$ cat src/rtl/ula_arbiter_if.sv
// Requester and response handshake bundle for ula_arbiter.
// slave is the arbiter side, master is the requester/consumer side.
interface ula_arbiter_if #(
  parameter int WIDTH = 8
);
  logic             req0_valid;
  logic [WIDTH-1:0] req0_a;
  logic [WIDTH-1:0] req0_b;
  logic [1:0]       req0_op;
  logic             req0_ready;
  logic             req1_valid;
  logic [WIDTH-1:0] req1_a;
  logic [WIDTH-1:0] req1_b;
  logic [1:0]       req1_op;
  logic             req1_ready;
  logic             rsp_valid;
  logic             rsp_ready;
  logic             rsp_id;
  logic [WIDTH-1:0] rsp_data;
  logic             rsp_flag;

  modport slave (
    input  req0_valid, req0_a, req0_b, req0_op,
    output req0_ready,
    input  req1_valid, req1_a, req1_b, req1_op,
    output req1_ready,
    output rsp_valid, rsp_id, rsp_data, rsp_flag,
    input  rsp_ready
  );

  modport master (
    output req0_valid, req0_a, req0_b, req0_op,
    input  req0_ready,
    output req1_valid, req1_a, req1_b, req1_op,
    input  req1_ready,
    input  rsp_valid, rsp_id, rsp_data, rsp_flag,
    output rsp_ready
  );
endinterface

$ cat src/rtl/ula_arbiter.sv
// Round-robin front end sharing one external ALU between two requesters.
// One op in flight: IDLE accepts, EXEC captures the ALU, RESP hands back.
module ula_arbiter #(
  parameter int WIDTH = 8,
  parameter int CNT_W = 8
) (
  input  logic             clk,
  input  logic             reset,
  ula_arbiter_if.slave     bus,
  output logic [WIDTH-1:0] alu_a,
  output logic [WIDTH-1:0] alu_b,
  output logic [1:0]       alu_op,
  input  logic [WIDTH-1:0] alu_saida,
  input  logic             alu_flag,
  output logic [CNT_W-1:0] ovf_count
);
  typedef enum logic [1:0] {
    IDLE,
    EXEC,
    RESP
  } state_t;

  state_t           state_q, state_d;
  logic             last_q, last_d;
  logic [WIDTH-1:0] a_q, a_d;
  logic [WIDTH-1:0] b_q, b_d;
  logic [1:0]       op_q, op_d;
  logic             id_q, id_d;
  logic [WIDTH-1:0] data_q, data_d;
  logic             flag_q, flag_d;
  logic [CNT_W-1:0] cnt_q, cnt_d;
  logic             g0, g1;

  // Tie goes to the requester that did not win last time
  always_comb begin
    g0 = bus.req0_valid && (!bus.req1_valid || last_q);
    g1 = bus.req1_valid && (!bus.req0_valid || !last_q);
  end

  // Next-state and handshake decode
  always_comb begin
    state_d        = state_q;
    last_d         = last_q;
    a_d            = a_q;
    b_d            = b_q;
    op_d           = op_q;
    id_d           = id_q;
    data_d         = data_q;
    flag_d         = flag_q;
    cnt_d          = cnt_q;
    bus.req0_ready = 1'b0;
    bus.req1_ready = 1'b0;
    unique case (state_q)
      IDLE: begin
        bus.req0_ready = g0;
        bus.req1_ready = g1;
        if (g0) begin
          a_d     = bus.req0_a;
          b_d     = bus.req0_b;
          op_d    = bus.req0_op;
          id_d    = 1'b0;
          last_d  = 1'b0;
          state_d = EXEC;
        end else if (g1) begin
          a_d     = bus.req1_a;
          b_d     = bus.req1_b;
          op_d    = bus.req1_op;
          id_d    = 1'b1;
          last_d  = 1'b1;
          state_d = EXEC;
        end
      end
      EXEC: begin
        data_d  = alu_saida;
        flag_d  = alu_flag;
        if (alu_flag && (cnt_q != {CNT_W{1'b1}}))
          cnt_d = cnt_q + 1'b1;
        state_d = RESP;
      end
      RESP: begin
        if (bus.rsp_ready)
          state_d = IDLE;
      end
      default: state_d = IDLE;
    endcase
  end

  // State registers with synchronous reset
  always_ff @(posedge clk) begin
    if (reset) begin
      state_q <= IDLE;
      last_q  <= 1'b1;
      a_q     <= '0;
      b_q     <= '0;
      op_q    <= '0;
      id_q    <= 1'b0;
      data_q  <= '0;
      flag_q  <= 1'b0;
      cnt_q   <= '0;
    end else begin
      state_q <= state_d;
      last_q  <= last_d;
      a_q     <= a_d;
      b_q     <= b_d;
      op_q    <= op_d;
      id_q    <= id_d;
      data_q  <= data_d;
      flag_q  <= flag_d;
      cnt_q   <= cnt_d;
    end
  end

  assign bus.rsp_valid = (state_q == RESP);
  assign bus.rsp_id    = id_q;
  assign bus.rsp_data  = data_q;
  assign bus.rsp_flag  = flag_q;
  assign alu_a         = a_q;
  assign alu_b         = b_q;
  assign alu_op        = op_q;
  assign ovf_count     = cnt_q;
endmodule
$ cat src/flat_wrapper.sv
// flat-port wrapper written by rule: the top's interface ports become plain ports
module ula_arbiter_flat 
#(
  parameter int WIDTH = 8,
  parameter int CNT_W = 8
)
  (clk, reset, alu_a, alu_b, alu_op, alu_saida, alu_flag, ovf_count, bus_req0_valid, bus_req0_a, bus_req0_b, bus_req0_op, bus_req0_ready, bus_req1_valid, bus_req1_a, bus_req1_b, bus_req1_op, bus_req1_ready, bus_rsp_valid, bus_rsp_id, bus_rsp_data, bus_rsp_flag, bus_rsp_ready);
  ula_arbiter_if #(.WIDTH(WIDTH)) bus_i ();
  input  logic clk;
  input  logic reset;
  output logic [WIDTH-1:0] alu_a;
  output logic [WIDTH-1:0] alu_b;
  output logic [1:0] alu_op;
  input  logic [WIDTH-1:0] alu_saida;
  input  logic alu_flag;
  output logic [CNT_W-1:0] ovf_count;
  input wire logic [$bits(bus_i.req0_valid)-1:0] bus_req0_valid;
  input wire logic [$bits(bus_i.req0_a)-1:0] bus_req0_a;
  input wire logic [$bits(bus_i.req0_b)-1:0] bus_req0_b;
  input wire logic [$bits(bus_i.req0_op)-1:0] bus_req0_op;
  output wire logic [$bits(bus_i.req0_ready)-1:0] bus_req0_ready;
  input wire logic [$bits(bus_i.req1_valid)-1:0] bus_req1_valid;
  input wire logic [$bits(bus_i.req1_a)-1:0] bus_req1_a;
  input wire logic [$bits(bus_i.req1_b)-1:0] bus_req1_b;
  input wire logic [$bits(bus_i.req1_op)-1:0] bus_req1_op;
  output wire logic [$bits(bus_i.req1_ready)-1:0] bus_req1_ready;
  output wire logic [$bits(bus_i.rsp_valid)-1:0] bus_rsp_valid;
  output wire logic [$bits(bus_i.rsp_id)-1:0] bus_rsp_id;
  output wire logic [$bits(bus_i.rsp_data)-1:0] bus_rsp_data;
  output wire logic [$bits(bus_i.rsp_flag)-1:0] bus_rsp_flag;
  input wire logic [$bits(bus_i.rsp_ready)-1:0] bus_rsp_ready;
  assign bus_i.req0_valid = bus_req0_valid;
  assign bus_i.req0_a = bus_req0_a;
  assign bus_i.req0_b = bus_req0_b;
  assign bus_i.req0_op = bus_req0_op;
  assign bus_req0_ready = bus_i.req0_ready;
  assign bus_i.req1_valid = bus_req1_valid;
  assign bus_i.req1_a = bus_req1_a;
  assign bus_i.req1_b = bus_req1_b;
  assign bus_i.req1_op = bus_req1_op;
  assign bus_req1_ready = bus_i.req1_ready;
  assign bus_rsp_valid = bus_i.rsp_valid;
  assign bus_rsp_id = bus_i.rsp_id;
  assign bus_rsp_data = bus_i.rsp_data;
  assign bus_rsp_flag = bus_i.rsp_flag;
  assign bus_i.rsp_ready = bus_rsp_ready;
  ula_arbiter #(.WIDTH(WIDTH), .CNT_W(CNT_W)) u_core (.clk(clk), .reset(reset), .bus(bus_i), .alu_a(alu_a), .alu_b(alu_b), .alu_op(alu_op), .alu_saida(alu_saida), .alu_flag(alu_flag), .ovf_count(ovf_count));
endmodule
$ cat config.mk
export PLATFORM = sky130hd
export DESIGN_NAME = ula_arbiter_flat
export DESIGN_NICKNAME = d
export VERILOG_FILES = /design/src/rtl/ula_arbiter_if.sv /design/src/rtl/ula_arbiter.sv /design/src/flat_wrapper.sv
export SDC_FILE = /design/constraint.sdc
export NUM_CORES = 1
export LEC_CHECK = 0
export ABC_AREA = 1
export BUFFER_PORTS_ARGS = -buffer_cell sky130_fd_sc_hd__buf_2
export CORE_ASPECT_RATIO = 1.5
export CORE_MARGIN = 2
export CORE_UTILIZATION = 46
export CTS_CLUSTER_DIAMETER = 60
export DETAILED_ROUTE_END_ITERATION = 6
export PLACE_DENSITY = 0.79
export SKIP_LAST_GASP = 1
export SLEW_MARGIN = 20
export SYNTH_ARGS = -nofsm -noshare
export SYNTH_HDL_FRONTEND = slang
export SYNTH_SLANG_ARGS = --single-unit
export TNS_END_PERCENT = 30
$ cat constraint.sdc
create_clock -name clk -period 1.6 [get_ports clk]
set_clock_uncertainty 0.2 [all_clocks]
set_input_delay 0.08 -clock clk [delete_from_list [all_inputs] [get_ports clk]]
set_output_delay 0.08 -clock clk [all_outputs]
set_load 0.03 [all_outputs]
# Word level (Yosys, flattened, before mapping)
# Cells that the tools add are included.
dict set report totals {
  reg_bits 39
  latch_bits 0
  ram_bits 0
  rom_bits 0
  mem_count 0
}
dict set report op_classes {
  addsub 1
  mul 0
  div 0
  order_cmp 0
  n_eq_ne 5
  n_shift 0
  mux 14
  bitwise 0
  n_reduce_logical 13
}
# operator count
set ops {}
lappend ops {{8-bit 2-to-1 mux} 4}
lappend ops {{2-bit 2-to-1 mux} 5}
lappend ops {{8-bit by 1-bit adder with 8-bit output, second input constant} 1}
lappend ops {{8-bit != test, second input constant} 1}
lappend ops {{2-bit one-hot mux with 3 select lines} 1}
lappend ops {{2-bit AND reduction} 3}
lappend ops {{1-bit 2-to-1 mux} 4}
lappend ops {{1-bit logical AND} 3}
lappend ops {{1-bit logical NOT} 3}
lappend ops {{3-bit by 1-bit != test with 1-bit output, second input constant} 1}
lappend ops {{2-bit by 1-bit == test with 1-bit output, second input constant} 1}
lappend ops {{2-bit == test, second input constant} 1}
lappend ops {{2-bit logical NOT} 1}
lappend ops {{1-bit logical OR} 2}
lappend ops {{2-bit by 1-bit != test with 1-bit output, second input constant} 1}
lappend ops {{2-bit nonzero test} 1}

# Depth between registers and ports, before layout
dict set report depth {
  ltp_word 6
  ltp_mapped 8
  ltp_nobuf 8
}

# Least setup slack after synthesis
# Ideal clock, no wire load.
dict set report synth_timing {
  path_kind {reg2reg}
  from {register u_core.cnt_q[0], in the netlist u_core.ovf_count[0]}
  to {register u_core.cnt_q[7], in the netlist u_core.ovf_count[7]}
  arrival_ns 1.379
  t_required_ns 1.287
  setup_slack_ns -0.093
  path_stages_with_launch 9
  cell_sequence {dfxtp_1 > ha_1 > nand2_1 > nor2_2 > nand2_2 > nand2_4 > nor2_1 > nor2_1 > nor2_1}
}
dict set report synth_via {
  elab_chain_cells 3
  word_cells_on_any_way 4
  classes_between {1 x add/sub; 1 x eq/ne; 2 x reduce/logical}
}
# item line_no
set synth_lines {}
lappend synth_lines {{from (decl)} ula_arbiter.sv:31} ;# logic [CNT_W-1:0] cnt_q, cnt_d;
lappend synth_lines {{from (signal assigned)} ula_arbiter.sv:109} ;# cnt_q <= cnt_d;
lappend synth_lines {{parallel branches: the longest is 3 deep, another holds 8-bit by 1-bit adder with 8-bit output} --}
# Several ways; the timed one is not identified.
# A chain may end at the register's enable or synchronous reset.

# Worst setup path in the final report
dict set report layout_timing {
  from {input reset}
  to {register u_core.state_q[0]}
}
# item line_no
set layout_lines {}
lappend layout_lines {{from (decl)} flat_wrapper.sv:10} ;# input logic reset;
lappend layout_lines {{to (signal assigned)} ula_arbiter.sv:101} ;# state_q <= state_d;
lappend layout_lines {{to (decl)} ula_arbiter.sv:23} ;# state_t state_q, state_d;
# No word-level cell between the ends.

==> results.cfg <==
[timing]
slew_viol_final = 0
worst_pin_slew_ns = 0.3772
max_slew_margin_pct = 74.82
fin_crit_sh_pct = 96.90
final.min_clock_period_ns = 1.550
hold_violations = 2
rsz0062_at_grt = true
holdWs_ns = -0.007879
setup_viol = 0
max_freq_ghz = 0.6450

[global_routing]
grt_max_degree = 38
grt_usage_pct = 23.62
antenna_found_initial = 0
grt_pass1_vias = 1993
grt_pass1_wl_microns = 8825
overflow = 0

[worst_setup_path]
slowest_delay_ns = 0.56
critical_path.top_delay_family = buffers and inverters
cp.arrival_ns = 1.52
end_kind = register
path_cells = dlygate4sd3_1, buf_2, nor2_1, dlygate4sd3_1
cp-start-kind = primary input
crit_top_cell = dlygate4sd3_1
slowest_stage = dlygate4sd3_1
worstSetupPathType = primary input to register
worst-endpoint-required_ns = 1.57
path_buf_inv = 3
critPathMaxFanout = 14

[clock_network]
htreeDepth = 2
cts_buffer_depth = 2
clock-sinks = 39
post_cts_buffers = 0
clk_pin_slew_worst_paths_ns = 0.08
clk_latency_ns = 0.29
cts_buffers = 5
cts-root-buf = clkbuf_8
cts_tree = done

[placed_design]
place_congestion = 0.8714
hpwl_microns = 3215
portBuffers = 88
dpl-instance-area_sq_um = 2360

[drt]
dr.first_iter.drc_count = 112
wirelength_microns = 5528
vias = 2250
dr.pass1.iters = 5
post_drt_wl_per_cell_microns = 11.86
drc_errors = 0
via_per_inst = 4.828
ant_nets = 0

[yosys]
synth_top_area_share_pct = 40.92
synth_area_leaders = dfxtp_1 (41%), nor2_1 (13%), inv_1 (9.8%), nand2_1 (8.3%), o21ai_0 (7.1%)
synth_area_leader_cell = dfxtp_1
ys.warnings.count = 0
postSynthCellCount = 288
synth_nets = 339
yosysSeqAreaShare_pct = 40.92
yosys.cell_types.count = 26
ys_seq_elements = 39
syn_area_per_cell_sq_um = 6.625
mappedNetlistArea_sq_um = 1908

[layout]
final_util_pct = 73.45
n_antenna_cell = 0
fin_nets = 471
design_area_sq_um = 2908
syn_to_final_growth_pct = 52.39
drive_above_1_share_pct = 26.13

[status]
failed_checks = hold timing
status = finished, violations left

[die]
coreArea_sq_um = 3959
placement_rows = 28
ios = 89
die-area_sq_um = 4690
start_util_pct = 48.20
fp.dieH_microns = 82.88
die_w_microns = 56.59

[pwr]
power_density_nw_per_um2 = 865.5
ir_drop_mv = 0.8210
leakage_uw = 0.001612

[min_path]
hold_path_class = primary input to register

[run]
max-cap-violations = 0
[kinds of logic (layout without fill, tap and decap cells)]
group,after synthesis,count (layout),synth area share (%)
AND/OR/NAND/NOR,129,129,27.93
buffers and inverters,64,197,15.08
AO/OA/AOI/OAI,54,54,14.95
flip-flops,39,39,40.92
adder cells (fa/ha/maj),1,1,0.6556
XOR/XNOR,1,1,0.4591
[flip-flops by register name (all words and copies together), names as in the netlist, 2 cells and up]
register and cells:
u_core.alu_op 2, u_core.ovf_count 8, u_core.alu_a 8, u_core.alu_b 8
u_core.bus.rsp_data 8, u_core.state_q 2
[worst paths after layout]
kind                                             to           startpoint  cells after the start  slack [ns]
worst max register to register    u_core.state_q[0]    u_core.state_q[0]                      4        0.06
worst min register to register  u_core.bus.rsp_flag  u_core.bus.rsp_flag                      2        0.27
worst min-delay path              u_core.bus.rsp_id       bus_req1_valid                      4      -0.008
worst max-delay path              u_core.state_q[0]                reset                      4        0.05
[Yosys cell counts]
cell	count
o21ai_4	1
nand4_1	3
inv_4	1
nand3b_1	1
clkbuf_2	1
o21ai_2	1
nor2_2	2
nor2_4	1
nand3_1	9
a21oi_1	7
o21ai_1	18
clkbuf_1	3
o21ai_0	27
dfxtp_1	39
buf_4	1
xor2_1	1
buf_6	5
buf_2	2
nand2_1	42
nand2_4	1
ha_1	1
inv_1	50
nor2_1	67
nand2_2	2
nor3_1	1
clkinv_1	1
[cell type report]
class	instances	area, sq um
clock buffer	7	76.32
clock inverter	1	5.005
fill	307	1051
inverter	52	197.7
multi-input combinational	185	854.6
sequential	39	784.5
tap	45	56.30
timing repair buffer	137	933.4
[where the power goes]
| group | switching [uW] | internal (uW) |
|---|---|---|
| clock | 336 | 306 |
| combinational | 467 | 294 |
| sequential | 50.6 | 1060 |
| total | 854 | 1660 |
[layer usage]
| layer | global-route usage [%] | vias to the layer above | routed length [microns] |
|---|---|---|---|
| li1 | - | 1137 | - |
| met1 | 26.92 | 999 | 2056 |
| met2 | 41.23 | 99 | 3034 |
| met3 | 3.583 | 15 | 284 |
| met4 | 12.34 | 0 | 153 |
| met5 | 0 | - | 0 |
[layout by cell type, fill, tap and decap left out, types with 2 or more instances in the layout]
master	Yosys	final
nand4_1	3	3
dfxtp_2	0	3
nand3_1	9	9
o21ai_1	18	18
inv_1	50	50
clkbuf_8	0	5
o21ai_0	27	27
dfxtp_1	39	36
dlygate4sd3_1	0	45
buf_2	2	88
a21oi_1	7	7
nand2_4	1	2
clkbuf_1	3	2
nor2_4	1	3
buf_4	1	3
nand2_1	42	42
nor2_1	67	67
[stage by stage]
| stage | cells | hold slack (ns) | setup TNS [ns] | worst slack (ns) | power, uW |
|---|---|---|---|---|---|
| 3_3_place_gp | 413 | 0.1293 | 0 | 0.1317 | 1779 |
| 3_5_place_dp | 413 | 0.1401 | 0 | 0.06453 | 1789 |
| 4_1_cts | 466 | -0.02211 | 0 | 0.02646 | 2509 |
| 5_1_grt | 466 | 0.01836 | -0.08001 | -0.02277 | 2648 |
| 6_report | 466 | -0.007879 | 0 | 0.04957 | 2517 |
| 2_1_floorplan | 288 | 0.04311 | 0 | 0.05029 | 1599 |
[worst reg2reg max path: stages, from the launching register on]
cell	delay, ns
dfxtp_2	0.35
nor2_4	0.14
o21ai_2	0.13
nor2_1	0.11
dlygate4sd3_1	0.55
[repair_timing]
| action | 4_1_cts | 5_1_grt |
|---|---|---|
| endpoints found under the setup margin | 0 | 9 |
| hold buffers | 45 | 0 |
| gates resized for setup | 0 | 4 |
| endpoints found under the hold margin | 36 | 0 |
Note: power is estimated with default switching activity, not from simulation.
